$ cat src/rtl/lcm_pkg.sv
// Shared definitions for the LCM stage that follows the GCD unit.
// Holds the default width, FSM state encoding and counter sizing.
package lcm_pkg;
    localparam int DEF_WIDTH = 5;
    localparam int CNT_W     = $clog2(2 * DEF_WIDTH);

    typedef enum logic [1:0] {
        IDLE,
        MUL,
        DIV,
        DONE
    } state_t;
endpackage

$ cat src/rtl/lcm_calc_if.sv
// Valid/ready bundle between the GCD stage, the LCM stage and its sink.
// master drives operands and out_ready; slave is the LCM block.
interface lcm_calc_if #(
    parameter int WIDTH = lcm_pkg::DEF_WIDTH
);
    logic               in_valid;
    logic               in_ready;
    logic [WIDTH-1:0]   a;
    logic [WIDTH-1:0]   b;
    logic [WIDTH-1:0]   g;
    logic               out_valid;
    logic               out_ready;
    logic [2*WIDTH-1:0] lcm;
    logic               inexact;

    modport master (
        output in_valid, a, b, g, out_ready,
        input  in_ready, out_valid, lcm, inexact
    );

    modport slave (
        input  in_valid, a, b, g, out_ready,
        output in_ready, out_valid, lcm, inexact
    );
endinterface

$ cat src/rtl/lcm_calc_seq_divider.sv
// Restoring 2*WIDTH / WIDTH divider, one quotient bit per clock.
// The first step runs on the start edge so done follows 2*WIDTH edges.
module seq_divider #(
    parameter int WIDTH = lcm_pkg::DEF_WIDTH
) (
    input  logic               clk,
    input  logic               rst_n,
    input  logic               start,
    input  logic [2*WIDTH-1:0] dividend,
    input  logic [WIDTH-1:0]   divisor,
    output logic               done,
    output logic [2*WIDTH-1:0] quotient,
    output logic [WIDTH:0]     remainder
);
    localparam int CW = $clog2(2 * WIDTH);

    logic               busy;
    logic [CW-1:0]      cnt;
    logic [2*WIDTH-1:0] dvd;
    logic [2*WIDTH-1:0] src_dvd;
    logic [2*WIDTH-1:0] src_quo;
    logic [WIDTH:0]     src_rem;
    logic [WIDTH+1:0]   shifted;
    logic               ge;
    logic [WIDTH:0]     rem_nx;
    logic [2*WIDTH-1:0] quo_nx;
    logic [2*WIDTH-1:0] dvd_nx;

    // One restoring step, from fresh operands on start or from state.
    always_comb begin
        src_rem = start ? '0 : remainder;
        src_dvd = start ? dividend : dvd;
        src_quo = start ? '0 : quotient;
        shifted = {src_rem, src_dvd[2*WIDTH-1]};
        ge      = shifted >= {2'b00, divisor};
        rem_nx  = (WIDTH+1)'(ge ? shifted - {2'b00, divisor} : shifted);
        quo_nx  = (2*WIDTH)'({src_quo, ge});
        dvd_nx  = (2*WIDTH)'({src_dvd, 1'b0});
    end

    // Iteration state; done pulses after the last quotient bit lands.
    always_ff @(posedge clk or negedge rst_n) begin
        if (!rst_n) begin
            busy      <= 1'b0;
            done      <= 1'b0;
            cnt       <= '0;
            dvd       <= '0;
            quotient  <= '0;
            remainder <= '0;
        end else begin
            done <= 1'b0;
            if (start) begin
                busy      <= 1'b1;
                cnt       <= CW'(2 * WIDTH - 2);
                dvd       <= dvd_nx;
                quotient  <= quo_nx;
                remainder <= rem_nx;
            end else if (busy) begin
                dvd       <= dvd_nx;
                quotient  <= quo_nx;
                remainder <= rem_nx;
                if (cnt == '0) begin
                    busy <= 1'b0;
                    done <= 1'b1;
                end else begin
                    cnt <= cnt - 1'b1;
                end
            end
        end
    end
endmodule

$ cat src/rtl/lcm_calc.sv
// LCM stage: shift-add multiply a*b, then restoring divide by g.
// Zero operands or a zero g bypass the arithmetic and return 0.
module lcm_calc
    import lcm_pkg::*;
#(
    parameter int WIDTH = DEF_WIDTH
) (
    input  logic       clk,
    input  logic       rst_n,
    lcm_calc_if.slave  bus
);
    localparam int CW = $clog2(2 * WIDTH);

    state_t             state;
    state_t             state_nx;
    logic [CW-1:0]      cnt;
    logic [2*WIDTH-1:0] product;
    logic [2*WIDTH-1:0] mcand;
    logic [2*WIDTH-1:0] prod_nx;
    logic [WIDTH-1:0]   mplier;
    logic [WIDTH-1:0]   g_r;
    logic [2*WIDTH-1:0] lcm_r;
    logic               inexact_r;
    logic               accept;
    logic               zero_op;
    logic               div_start;
    logic               div_done;
    logic [2*WIDTH-1:0] div_q;
    logic [WIDTH:0]     div_r;

    assign bus.in_ready  = (state == IDLE);
    assign bus.out_valid = (state == DONE);
    assign bus.lcm       = lcm_r;
    assign bus.inexact   = inexact_r;

    assign accept    = bus.in_valid && (state == IDLE);
    assign zero_op   = (bus.a == '0) || (bus.b == '0) || (bus.g == '0);
    assign prod_nx   = product + (mplier[0] ? mcand : '0);
    assign div_start = (state == MUL) && (cnt == '0);

    seq_divider #(.WIDTH(WIDTH)) u_div (
        .clk       (clk),
        .rst_n     (rst_n),
        .start     (div_start),
        .dividend  (prod_nx),
        .divisor   (g_r),
        .done      (div_done),
        .quotient  (div_q),
        .remainder (div_r)
    );

    // State register.
    always_ff @(posedge clk or negedge rst_n) begin
        if (!rst_n) state <= IDLE;
        else        state <= state_nx;
    end

    // Next-state selection.
    always_comb begin
        state_nx = state;
        unique case (state)
            IDLE: if (accept) state_nx = zero_op ? DONE : MUL;
            MUL:  if (cnt == '0) state_nx = DIV;
            DIV:  if (div_done) state_nx = DONE;
            DONE: if (bus.out_ready) state_nx = IDLE;
            default: state_nx = IDLE;
        endcase
    end

    // Operand capture, multiplier steps and result latching.
    always_ff @(posedge clk or negedge rst_n) begin
        if (!rst_n) begin
            cnt       <= '0;
            product   <= '0;
            mcand     <= '0;
            mplier    <= '0;
            g_r       <= '0;
            lcm_r     <= '0;
            inexact_r <= 1'b0;
        end else begin
            unique case (state)
                IDLE: begin
                    if (accept) begin
                        mcand   <= {{WIDTH{1'b0}}, bus.a};
                        mplier  <= bus.b;
                        g_r     <= bus.g;
                        product <= '0;
                        cnt     <= CW'(WIDTH - 1);
                        if (zero_op) begin
                            lcm_r     <= '0;
                            inexact_r <= 1'b0;
                        end
                    end
                end
                MUL: begin
                    product <= prod_nx;
                    mcand   <= mcand << 1;
                    mplier  <= mplier >> 1;
                    if (cnt != '0) cnt <= cnt - 1'b1;
                    else           cnt <= CW'(2 * WIDTH - 1);
                end
                DIV: begin
                    if (cnt != '0) cnt <= cnt - 1'b1;
                    if (div_done) begin
                        lcm_r     <= div_q;
                        inexact_r <= (div_r != '0);
                    end
                end
                DONE: begin
                end
                default: begin
                end
            endcase
        end
    end
endmodule
$ cat src/flat_wrapper.sv
// flat-port wrapper written by rule: the top's interface ports become plain ports
module lcm_calc_flat import lcm_pkg::*;
#(
    parameter int WIDTH = DEF_WIDTH
)
  (clk, rst_n, bus_in_valid, bus_a, bus_b, bus_g, bus_out_ready, bus_in_ready, bus_out_valid, bus_lcm, bus_inexact);
  lcm_calc_if #(.WIDTH(WIDTH)) bus_i ();
  input  logic clk;
  input  logic rst_n;
  input wire logic [$bits(bus_i.in_valid)-1:0] bus_in_valid;
  input wire logic [$bits(bus_i.a)-1:0] bus_a;
  input wire logic [$bits(bus_i.b)-1:0] bus_b;
  input wire logic [$bits(bus_i.g)-1:0] bus_g;
  input wire logic [$bits(bus_i.out_ready)-1:0] bus_out_ready;
  output wire logic [$bits(bus_i.in_ready)-1:0] bus_in_ready;
  output wire logic [$bits(bus_i.out_valid)-1:0] bus_out_valid;
  output wire logic [$bits(bus_i.lcm)-1:0] bus_lcm;
  output wire logic [$bits(bus_i.inexact)-1:0] bus_inexact;
  assign bus_i.in_valid = bus_in_valid;
  assign bus_i.a = bus_a;
  assign bus_i.b = bus_b;
  assign bus_i.g = bus_g;
  assign bus_i.out_ready = bus_out_ready;
  assign bus_in_ready = bus_i.in_ready;
  assign bus_out_valid = bus_i.out_valid;
  assign bus_lcm = bus_i.lcm;
  assign bus_inexact = bus_i.inexact;
  lcm_calc #(.WIDTH(WIDTH)) u_core (.clk(clk), .rst_n(rst_n), .bus(bus_i));
endmodule
$ cat config.mk
export PLATFORM = sky130hd
export DESIGN_NAME = lcm_calc_flat
export DESIGN_NICKNAME = d
export VERILOG_FILES = /design/src/rtl/lcm_pkg.sv /design/src/rtl/lcm_calc_if.sv /design/src/rtl/lcm_calc_seq_divider.sv /design/src/rtl/lcm_calc.sv /design/src/flat_wrapper.sv
export SDC_FILE = /design/constraint.sdc
export NUM_CORES = 1
export LEC_CHECK = 0
export BUFFER_PORTS_ARGS = -buffer_cell sky130_fd_sc_hd__clkbuf_2
export CAP_MARGIN = 20
export CORE_ASPECT_RATIO = 1.5
export CORE_MARGIN = 4
export CORE_UTILIZATION = 48
export DETAILED_ROUTE_END_ITERATION = 10
export GPL_ROUTABILITY_DRIVEN = 0
export PLACE_DENSITY = 0.65
export SLEW_MARGIN = 20
export SYNTH_ARGS = -nofsm -noshare
export SYNTH_HDL_FRONTEND = slang
export SYNTH_SLANG_ARGS = --single-unit
$ cat constraint.sdc
create_clock -name clk -period 4.7 [get_ports clk]
set_input_delay 0.705 -clock clk [delete_from_list [all_inputs] [get_ports clk]]
set_output_delay 0.705 -clock clk [all_outputs]
set_load 0.005 [all_outputs]
==> results.json, run 1 <==
{
  "status": "completed",
  "cp_num_buf_inv": 1,
  "power.density_nw_per_um2": 729,
  "slowest_stage": "ha_1",
  "finalCritPeriodShare_pct": 80.2,
  "clk_pin_slew_worst_paths_ns": 0.06,
  "worst_path_most_repeated_cell": "ha_1",
  "row_count": 41,
  "clock_skew_ns": 0.00675,
  "diodes": 0,
  "whs_ns": 0.392,
  "die_w_um": 84.0,
  "synth-seq-area-share_pct": 46.9,
  "fin_tns_setup_ns": 0,
  "post-route-drc-count": 0,
  "grt_pass1_vias": 3175,
  "synth-warning-count": 0,
  "fin_cells": 549,
  "worst_pin_slew_ns": 0.787,
  "async_flop_share_pct": 100,
  "ir_worst_vdd_mv": 0.403,
  "cts_resized": 0,
  "slowest_delay_ns": 0.67,
  "drt_wl_total_mm": 8.30,
  "yosys_register_bits": 78,
  "synth_nets": 453,
  "max-slew-margin-rel_pct": 47.5,
  "hold_violations": 0,
  "max_freq_ghz": 0.265,
  "hold_path_class": "input port to async pin",
  "syn2layout_area_growth_pct": 13.1,
  "cp_data_arrival_time_ns": 3.99,
  "coreArea_um2": 8410,
  "drv_slew": 0,
  "final_cell_mix": "78 x dfrtp_1, 39 x nand2_1, 30 x o21ai_0, 30 x clkbuf_2, 27 x nor2_1",
  "vias": 3074,
  "final_util_pct": 55.9,
  "root_buffer": "clkbuf_16",
  "synth-edff-count": 0,
  "synthCells": 411,
  "drive_above_1_share_pct": 14.7,
  "grt_pass1_wl_mm": 14.6,
  "antenna_left": 0,
  "viasPerCell": 5.60,
  "initial_core_util_pct": 49.4,
  "max-cap-violations": 0,
  "htree_levels": 3,
  "cts_buffer_depth": 2,
  "antenna_found_initial": 0,
  "crit_type": "register to register",
  "crit_family": "simple AND/OR/NAND/NOR gates",
  "firstDrtPassIters": 4,
  "grt_max_degree": 79,
  "placed_cells": 533,
  "rsz0062_at_grt": "false",
  "die-area_um2": 10300,
  "cts_buffers": 9,
  "cts_sinks": 78,
  "worstPathMaxFanout": 18,
  "crit_chain": "inv_1, ha_1, nand2_1, nor3_1, o21bai_1, ha_1, nor2b_1, o31a_1, o21ai_1, nand4_1, mux2_2",
  "final_common_cell": "dfrtp_1",
  "p_leak_nw": 2.29,
  "dp_hpwl_mm": 5.94,
  "setup_viol": 0,
  "wl_per_cell_um": 15.1,
  "gr-total-overflow": 0,
  "die_height_um": 122,
  "crit_required_ns": 4.92,
  "ioPinCount": 32,
  "drt-initial-drc-count": 260,
  "finalCriticalPeriod_ns": 3.77,
  "cts_tree": "done",
  "gr-usage-all-layers_pct": 17.7,
  "post-cts-setup-buffers": 0,
  "netlist_area_um2": 4160,
  "ys.flop_type": "dfrtp_1",
  "io_buffers": 31,
  "finalPower_mw": 3.43,
  "fin_nets": 479,
  "holdBufCountCts": 0,
  "end_kind": "register",
  "ys_types": 50,
  "startpoint_type": "register",
  "syn_area_per_cell_um2": 10.1,
  "clock_latency_ns": 0.34
}
[worst register-to-register path, delay by kind of cell, from the launching register on]
kind	cells	cell delay, ns
and+or+nand+nor	4	1.27
AOI/OAI and AO/OA	3	0.66
DFF	1	0.41
buffers and inverters	1	0.09
muxes	1	0.36
adders and majority gates	2	0.86
[area by class of cell]
cell class                      instances  area [µm²]
Tap cell                              107         134
Inverter                               18        67.6
Clock inverter                          4        55.1
Multi-Input combinational cell        296        2060
Sequential cell                        78        1950
Fill cell                             765        3710
Clock buffer                           12         256
Timing Repair Buffer                   34         184
[registers in the layout, summed over array words and instances, names as in the netlist]
signal,cells
u_core.mplier,5
u_core.u_div.busy,1
u_core.u_div.dvd,9
u_core.u_div.remainder,6
u_core.bus.lcm,10
u_core.u_div.done,1
u_core.bus.inexact,1
u_core.mcand,10
u_core.cnt,4
u_core.state,2
u_core.g_r,5
u_core.u_div.cnt,4
u_core.u_div.quotient,10
u_core.product,10
[where the power goes]
part | internal [mW] | leakage, nW | switching [mW]
clock network | 0.442 | 0.149 | 0.269
logic | 0.694 | 1.13 | 0.890
registers | 0.929 | 1.01 | 0.204
[per-stage QoR]
step,cell area [µm²],setup WS (ns)
after floorplan,4160,1.47
after global placement,4390,1.08
after detailed placement,4390,0.907
after CTS,4700,0.904
after global routing,4710,0.467
final,4710,0.932
[synthesized netlist by cell type (all sizes together), types with 6 or more instances]
cell type	number	area share [%]
inv	18	1.6
mux2	8	2.2
clkbuf	14	1.3
dfrtp	78	47
o21ai	32	3.9
xnor2	9	1.9
ha	21	6.3
mux2i	22	5.3
and2	13	2.0
nor2	28	2.6
a22o	22	4.6
nor3	8	0.96
nand2	39	3.5
a21oi	19	2.3
nor2b	9	1.4
nand3	6	0.72
[cells by family after synthesis]
logic type | synth area share [%]
AO/OA/AOI/OAI | 16.6
XOR/XNOR | 2.95
adder cells (fa/ha/maj) | 7.28
buffers and inverters | 3.73
flip-flops | 46.9
multiplexers | 7.46
AND/OR/NAND/NOR | 15.0
[routing by layer]
metal	global-route usage, %	wire length (µm)	vias to the layer above
met5	0	0	-
met4	9.05	170	0
met3	3.38	269	11
met2	30.3	4240	54
met1	21.3	3620	1501
li1	-	-	1508
[final timing paths]
check	start	to	slack [ns]	cells past startpoint
min reg2reg	u_core.mplier[2]	u_core.mplier[2]	0.49	2
max	u_core.state[1]	u_core.u_div.quotient[0]	0.93	11
max reg2reg	u_core.state[1]	u_core.u_div.quotient[0]	0.93	11
min in group clk	u_core.mplier[2]	u_core.mplier[2]	0.49	2
max in group asynchronous	rst_n	u_core.mcand[5]	3.81	1
min	rst_n	u_core.u_div.cnt[2]	0.39	1
Power figures use the tool's default switching activity.
==> run 2: changes to the inputs <==
==> constraint.sdc (replaced) <==
create_clock -name clk -period 3.94 [get_ports clk]
set_input_delay 0.591 -clock clk [delete_from_list [all_inputs] [get_ports clk]]
set_output_delay 0.591 -clock clk [all_outputs]
set_load 0.005 [all_outputs]
==> results.json, run 2 (synthesis results as in run 1) <==
{
  "crit_family": "compound AO/OA/AOI/OAI gates",
  "cts_resized": 0,
  "r2r_setup_slack_ns": 0.45,
  "max-slew-margin-rel_pct": 35.3,
  "clock_latency_ns": 0.33,
  "antenna_found_initial": 0,
  "power.density_nw_per_um2": 868,
  "wl_per_cell_um": 15.2,
  "finalCriticalPeriod_ns": 3.49,
  "vias": 3064,
  "clock_skew_ns": 0.00560,
  "drv_slew": 0,
  "dp_hpwl_mm": 6.07,
  "slowest_delay_ns": 0.45,
  "switchingPower_mw": 1.62,
  "grt_pass1_wl_mm": 14.3,
  "final_cell_mix": "78 x dfrtp_1, 39 x nand2_1, 30 x o21ai_0, 30 x clkbuf_2, 27 x nor2_1",
  "drt_wl_total_mm": 8.40,
  "drive_above_1_share_pct": 14.9,
  "htree_levels": 3,
  "row_count": 41,
  "final_common_cell": "dfrtp_1",
  "swShare_pct": 39.7,
  "cts_buffers": 9,
  "die-area_um2": 10300,
  "cts_buffer_depth": 2,
  "setup_viol": 0,
  "cts_sinks": 78,
  "fin_nets": 482,
  "max_freq_ghz": 0.286,
  "clk_pin_slew_worst_paths_ns": 0.05,
  "diodes": 0,
  "finalPower_mw": 4.08,
  "cp_data_arrival_time_ns": 3.71,
  "end_kind": "register",
  "root_buffer": "clkbuf_16",
  "ir_worst_vdd_mv": 0.433,
  "max-cap-violations": 0,
  "drt-initial-drc-count": 144,
  "viasPerCell": 5.56,
  "crit_chain": "and2_1, ha_1, a21o_1, a21oi_1, a21oi_1, o21a_1, nor3_1, o21bai_1, ha_1, nor2b_1, o31a_1, o21ai_1, nand4_1, buf_4, mux2_2",
  "timing.final.ws_setup_ns": 0.449,
  "die_height_um": 122,
  "gr-usage-all-layers_pct": 17.6,
  "placed_area_um2": 4410,
  "p_comb_share_pct": 47.3,
  "fill_cells": 764,
  "rsz0062_at_grt": "false",
  "status": "completed",
  "slowest_stage": "dfrtp_1",
  "hold_violations": 0,
  "coreArea_um2": 8410,
  "dp_slack_ns": 0.327,
  "firstDrtPassIters": 4,
  "worst_pin_slew_ns": 0.970,
  "post-cts-setup-buffers": 0,
  "fin_tns_setup_ns": 0,
  "hold_path_class": "input port to async pin",
  "holdBufCountCts": 0,
  "p_leak_nw": 2.29,
  "crit_required_ns": 4.16,
  "final_area_um2": 4700,
  "cp_num_buf_inv": 1,
  "io_buffers": 31,
  "syn2layout_area_growth_pct": 13.0,
  "post-route-drc-count": 0,
  "ioPinCount": 32,
  "p_seq_share_pct": 33.4,
  "die_w_um": 84.0,
  "cts_tree": "done",
  "antenna_left": 0,
  "crit_type": "register to register",
  "r2r-start": "u_core.mplier[0]",
  "rr_worst_depth": 15,
  "startpoint_type": "register",
  "whs_ns": 0.404,
  "p_int_mw": 2.46,
  "r2r_end": "u_core.u_div.quotient[0]",
  "clockPowerShare_pct": 19.2,
  "initial_core_util_pct": 49.4,
  "grt_max_degree": 79,
  "worstPathMaxFanout": 11,
  "finalCritPeriodShare_pct": 88.6,
  "grt_pass1_vias": 3071,
  "gr-total-overflow": 0
}
==> run 2: cell types whose count changed in the layout (fill, tap and decap cells not counted), sizes merged <==
| cell | delta |
|---|---|
| buf | +3 |
| clkbuf | +3 |
| clkinv | -2 |
| bufinv | -1 |
| clkinvlp | -1 |
==> run 2: through the flow <==
stage | cells | utilization [%]
floorplan | 411 | -
finish | 551 | 55.9
global route | 551 | 55.9
CTS | 550 | 55.8
global placement | 535 | 52.4
detailed placement | 535 | 52.4
==> run 2: how the worst max path moves through the flow <==
| stage | startpoint | end | slack (ns) | depth (start not counted) |
|---|---|---|---|---|
| finish | u_core.mplier[0] | u_core.u_div.quotient[0] | 0.45 | 15 |
| global placement | u_core.mplier[0] | u_core.u_div.quotient[0] | 0.39 | 14 |
| global route | u_core.mplier[0] | u_core.u_div.remainder[0] | 0.09 | 16 |
| detailed placement | u_core.mplier[0] | u_core.u_div.quotient[0] | 0.33 | 14 |
| floorplan | u_core.mplier[0] | u_core.u_div.quotient[0] | 0.71 | 15 |
| CTS | u_core.mplier[0] | u_core.u_div.quotient[0] | 0.32 | 14 |
==> run 2: power by group through the flow <==
stage | registers [mW] | clock network [mW] | logic, mW
after floorplan | 1.27 | 0 | 1.56
after global routing | 1.40 | 0.843 | 2.17
after detailed placement | 1.37 | 0 | 1.91
after global placement | 1.37 | 0 | 1.85
after CTS | 1.36 | 0.809 | 1.92
final | 1.36 | 0.785 | 1.93
==> run 2: routing by layer <==
layer,part of all wire [%],vias to the layer above,wire length [µm],global-route usage [%]
met5,0,-,0,0
met4,1.9,0,163,7.95
met3,2.8,12,234,3.72
met2,52,53,4340,30.6
met1,44,1484,3670,20.9
li1,-,1515,-,-
==> run 2: final cells by class <==
class / instances / area [µm²] / share of cell area (%)
clock buffers: 15 / 288 / 6.12
inverters: 18 / 67.6 / 1.44
multi-input cells: 296 / 2060 / 43.8
flip-flops and latches: 78 / 1950 / 41.5
well taps: 107 / 134 / 2.85
repair buffers: 37 / 203 / 4.31
==> run 3: changes to the inputs <==
--- a/config.mk
+++ b/config.mk
@@ -5,14 +5,15 @@
 export SDC_FILE = /design/constraint.sdc
 export NUM_CORES = 1
 export LEC_CHECK = 0
+export ABC_CLOCK_PERIOD_IN_PS = 3940
 export BUFFER_PORTS_ARGS = -buffer_cell sky130_fd_sc_hd__clkbuf_2
 export CAP_MARGIN = 20
 export CORE_ASPECT_RATIO = 1.5
 export CORE_MARGIN = 4
-export CORE_UTILIZATION = 48
+export CORE_UTILIZATION = 40
 export DETAILED_ROUTE_END_ITERATION = 10
 export GPL_ROUTABILITY_DRIVEN = 0
-export PLACE_DENSITY = 0.65
+export PLACE_DENSITY = 0.56
 export SLEW_MARGIN = 20
 export SYNTH_ARGS = -nofsm -noshare
 export SYNTH_HDL_FRONTEND = slang
==> results.json, run 3 (synthesis results as in run 1) <==
{
  "holdBufCountCts": 0,
  "finalCritPeriodShare_pct": 91.7,
  "hold_path_class": "input port to async pin",
  "multi_input_area_um2": 2060,
  "p_comb_share_pct": 46.6,
  "cts_tree": "done",
  "ir_worst_vdd_mv": 0.348,
  "crit_type": "register to register",
  "fill_cells": 953,
  "htree_levels": 3,
  "fin_tns_setup_ns": 0,
  "p_leak_nw": 2.29,
  "grt_pass1_vias": 3159,
  "max-slew-margin-rel_pct": 51.8,
  "clock_skew_ns": 0.00687,
  "switchingPower_mw": 1.62,
  "fin_nets": 481,
  "worstPathMaxFanout": 11,
  "p_seq_share_pct": 33.3,
  "post-cts-setup-buffers": 0,
  "max-cap-violations": 0,
  "grt_pass1_wl_mm": 14.6,
  "cp_data_arrival_time_ns": 3.84,
  "final_common_cell": "dfrtp_1",
  "startpoint_type": "register",
  "die_w_um": 91.3,
  "final_area_um2": 4710,
  "drt_wl_total_mm": 8.46,
  "gr-total-overflow": 0,
  "dp_hpwl_mm": 6.05,
  "power.density_nw_per_um2": 862,
  "post-route-drc-count": 0,
  "clk_pin_slew_worst_paths_ns": 0.06,
  "vias": 3048,
  "cts_buffers": 9,
  "end_kind": "register",
  "status": "completed",
  "drive_above_1_share_pct": 14.9,
  "drt-initial-drc-count": 89,
  "clock_latency_ns": 0.34,
  "ioPinCount": 32,
  "cts_buffer_depth": 2,
  "cts_sinks": 78,
  "swShare_pct": 39.8,
  "finalCriticalPeriod_ns": 3.61,
  "antenna_left": 0,
  "setup_viol": 0,
  "rsz0062_at_grt": "false",
  "root_buffer": "clkbuf_16",
  "worst_pin_slew_ns": 0.724,
  "grt_max_degree": 79,
  "r2r_setup_slack_ns": 0.33,
  "diodes": 0,
  "hold_violations": 0,
  "p_int_mw": 2.45,
  "antenna_found_initial": 0,
  "die-area_um2": 12100,
  "max_freq_ghz": 0.277,
  "wl_per_cell_um": 15.1,
  "coreArea_um2": 10100,
  "gr-usage-all-layers_pct": 15.1,
  "initial_core_util_pct": 41.0,
  "syn2layout_area_growth_pct": 13.3,
  "viasPerCell": 5.44,
  "die_height_um": 133,
  "cts_resized": 0,
  "row_count": 45,
  "crit_required_ns": 4.16,
  "clockPowerShare_pct": 20.1,
  "io_buffers": 31,
  "firstDrtPassIters": 4,
  "placed_area_um2": 4420,
  "drv_slew": 0,
  "final_cell_mix": "78 x dfrtp_1, 39 x nand2_1, 30 x o21ai_0, 30 x clkbuf_2, 27 x nor2_1",
  "regArea_um2": 1950
}
## run 3: cell count changes in the layout (fill, tap and decap cells not counted)
cell,before,now
buf_6,0,1
buf_4,7,5
clkbuf_1,2,1
clkbuf_8,4,1
clkinvlp_4,0,1
bufinv_16,0,1
clkinv_2,0,2
## run 3: cell type report
class / count / area share [%]
Timing Repair Buffer: 36 / 4.22
Clock buffer: 11 / 5.15
Clock inverter: 4 / 1.01
Tap cell: 117 / 3.11
Inverter: 18 / 1.43
Sequential cell: 78 / 41.4
Multi-Input combinational cell: 296 / 43.7
## run 3: metal layers
| metal | global-route usage [%] | part of all wire [%] | up-vias |
|---|---|---|---|
| li1 | - | - | 1516 |
| met1 | 17.4 | 43 | 1460 |
| met2 | 26.3 | 52 | 60 |
| met3 | 3.30 | 3.7 | 12 |
| met4 | 7.13 | 1.9 | 0 |
| met5 | 0 | 0 | - |
## run 3: metrics by stage
step	total power, mW	hold WS [ns]	setup WS, ns	utilization [%]	instances
floorplan	2.83	0.295	0.705	-	411
global placement	3.23	0.466	0.381	43.6	545
detailed placement	3.27	0.474	0.326	43.6	545
CTS	4.12	0.468	0.300	46.5	560
global route	4.44	0.360	0.0249	46.5	560
finish	4.06	0.282	0.326	46.5	560
## run 3: worst paths after layout
path | startpoint | to | depth (start not counted)
max in group asynchronous | rst_n | u_core.product[7] | 1
worst max-delay path | u_core.mplier[0] | u_core.u_div.quotient[0] | 14
min in group clk | u_core.mplier[1] | u_core.mplier[1] | 2
worst min-delay path | rst_n | u_core.u_div.quotient[0] | 1
worst max register to register | u_core.mplier[0] | u_core.u_div.quotient[0] | 14
worst min register to register | u_core.mplier[1] | u_core.mplier[1] | 2
## run 3: power groups by stage
stage                     Clock, mW  Sequential (mW)  Combinational [mW]
after floorplan                   0             1.27                1.56
after global placement            0             1.36                1.87
after detailed placement          0             1.37                1.90
after CTS                     0.844             1.35                1.92
after global routing          0.880             1.40                2.15
final                         0.817             1.35                1.89
## run 3: critical path, stage by stage (launching register included)
cell	delay, ns
dfrtp_1	0.46
and2_1	0.18
ha_1	0.33
a21o_1	0.20
a21oi_1	0.17
a21oi_1	0.12
o21a_1	0.21
nor3_1	0.22
o21bai_1	0.16
ha_1	0.21
nor2b_1	0.07
o31a_1	0.27
o21ai_1	0.23
nand4_1	0.31
mux2_2	0.37
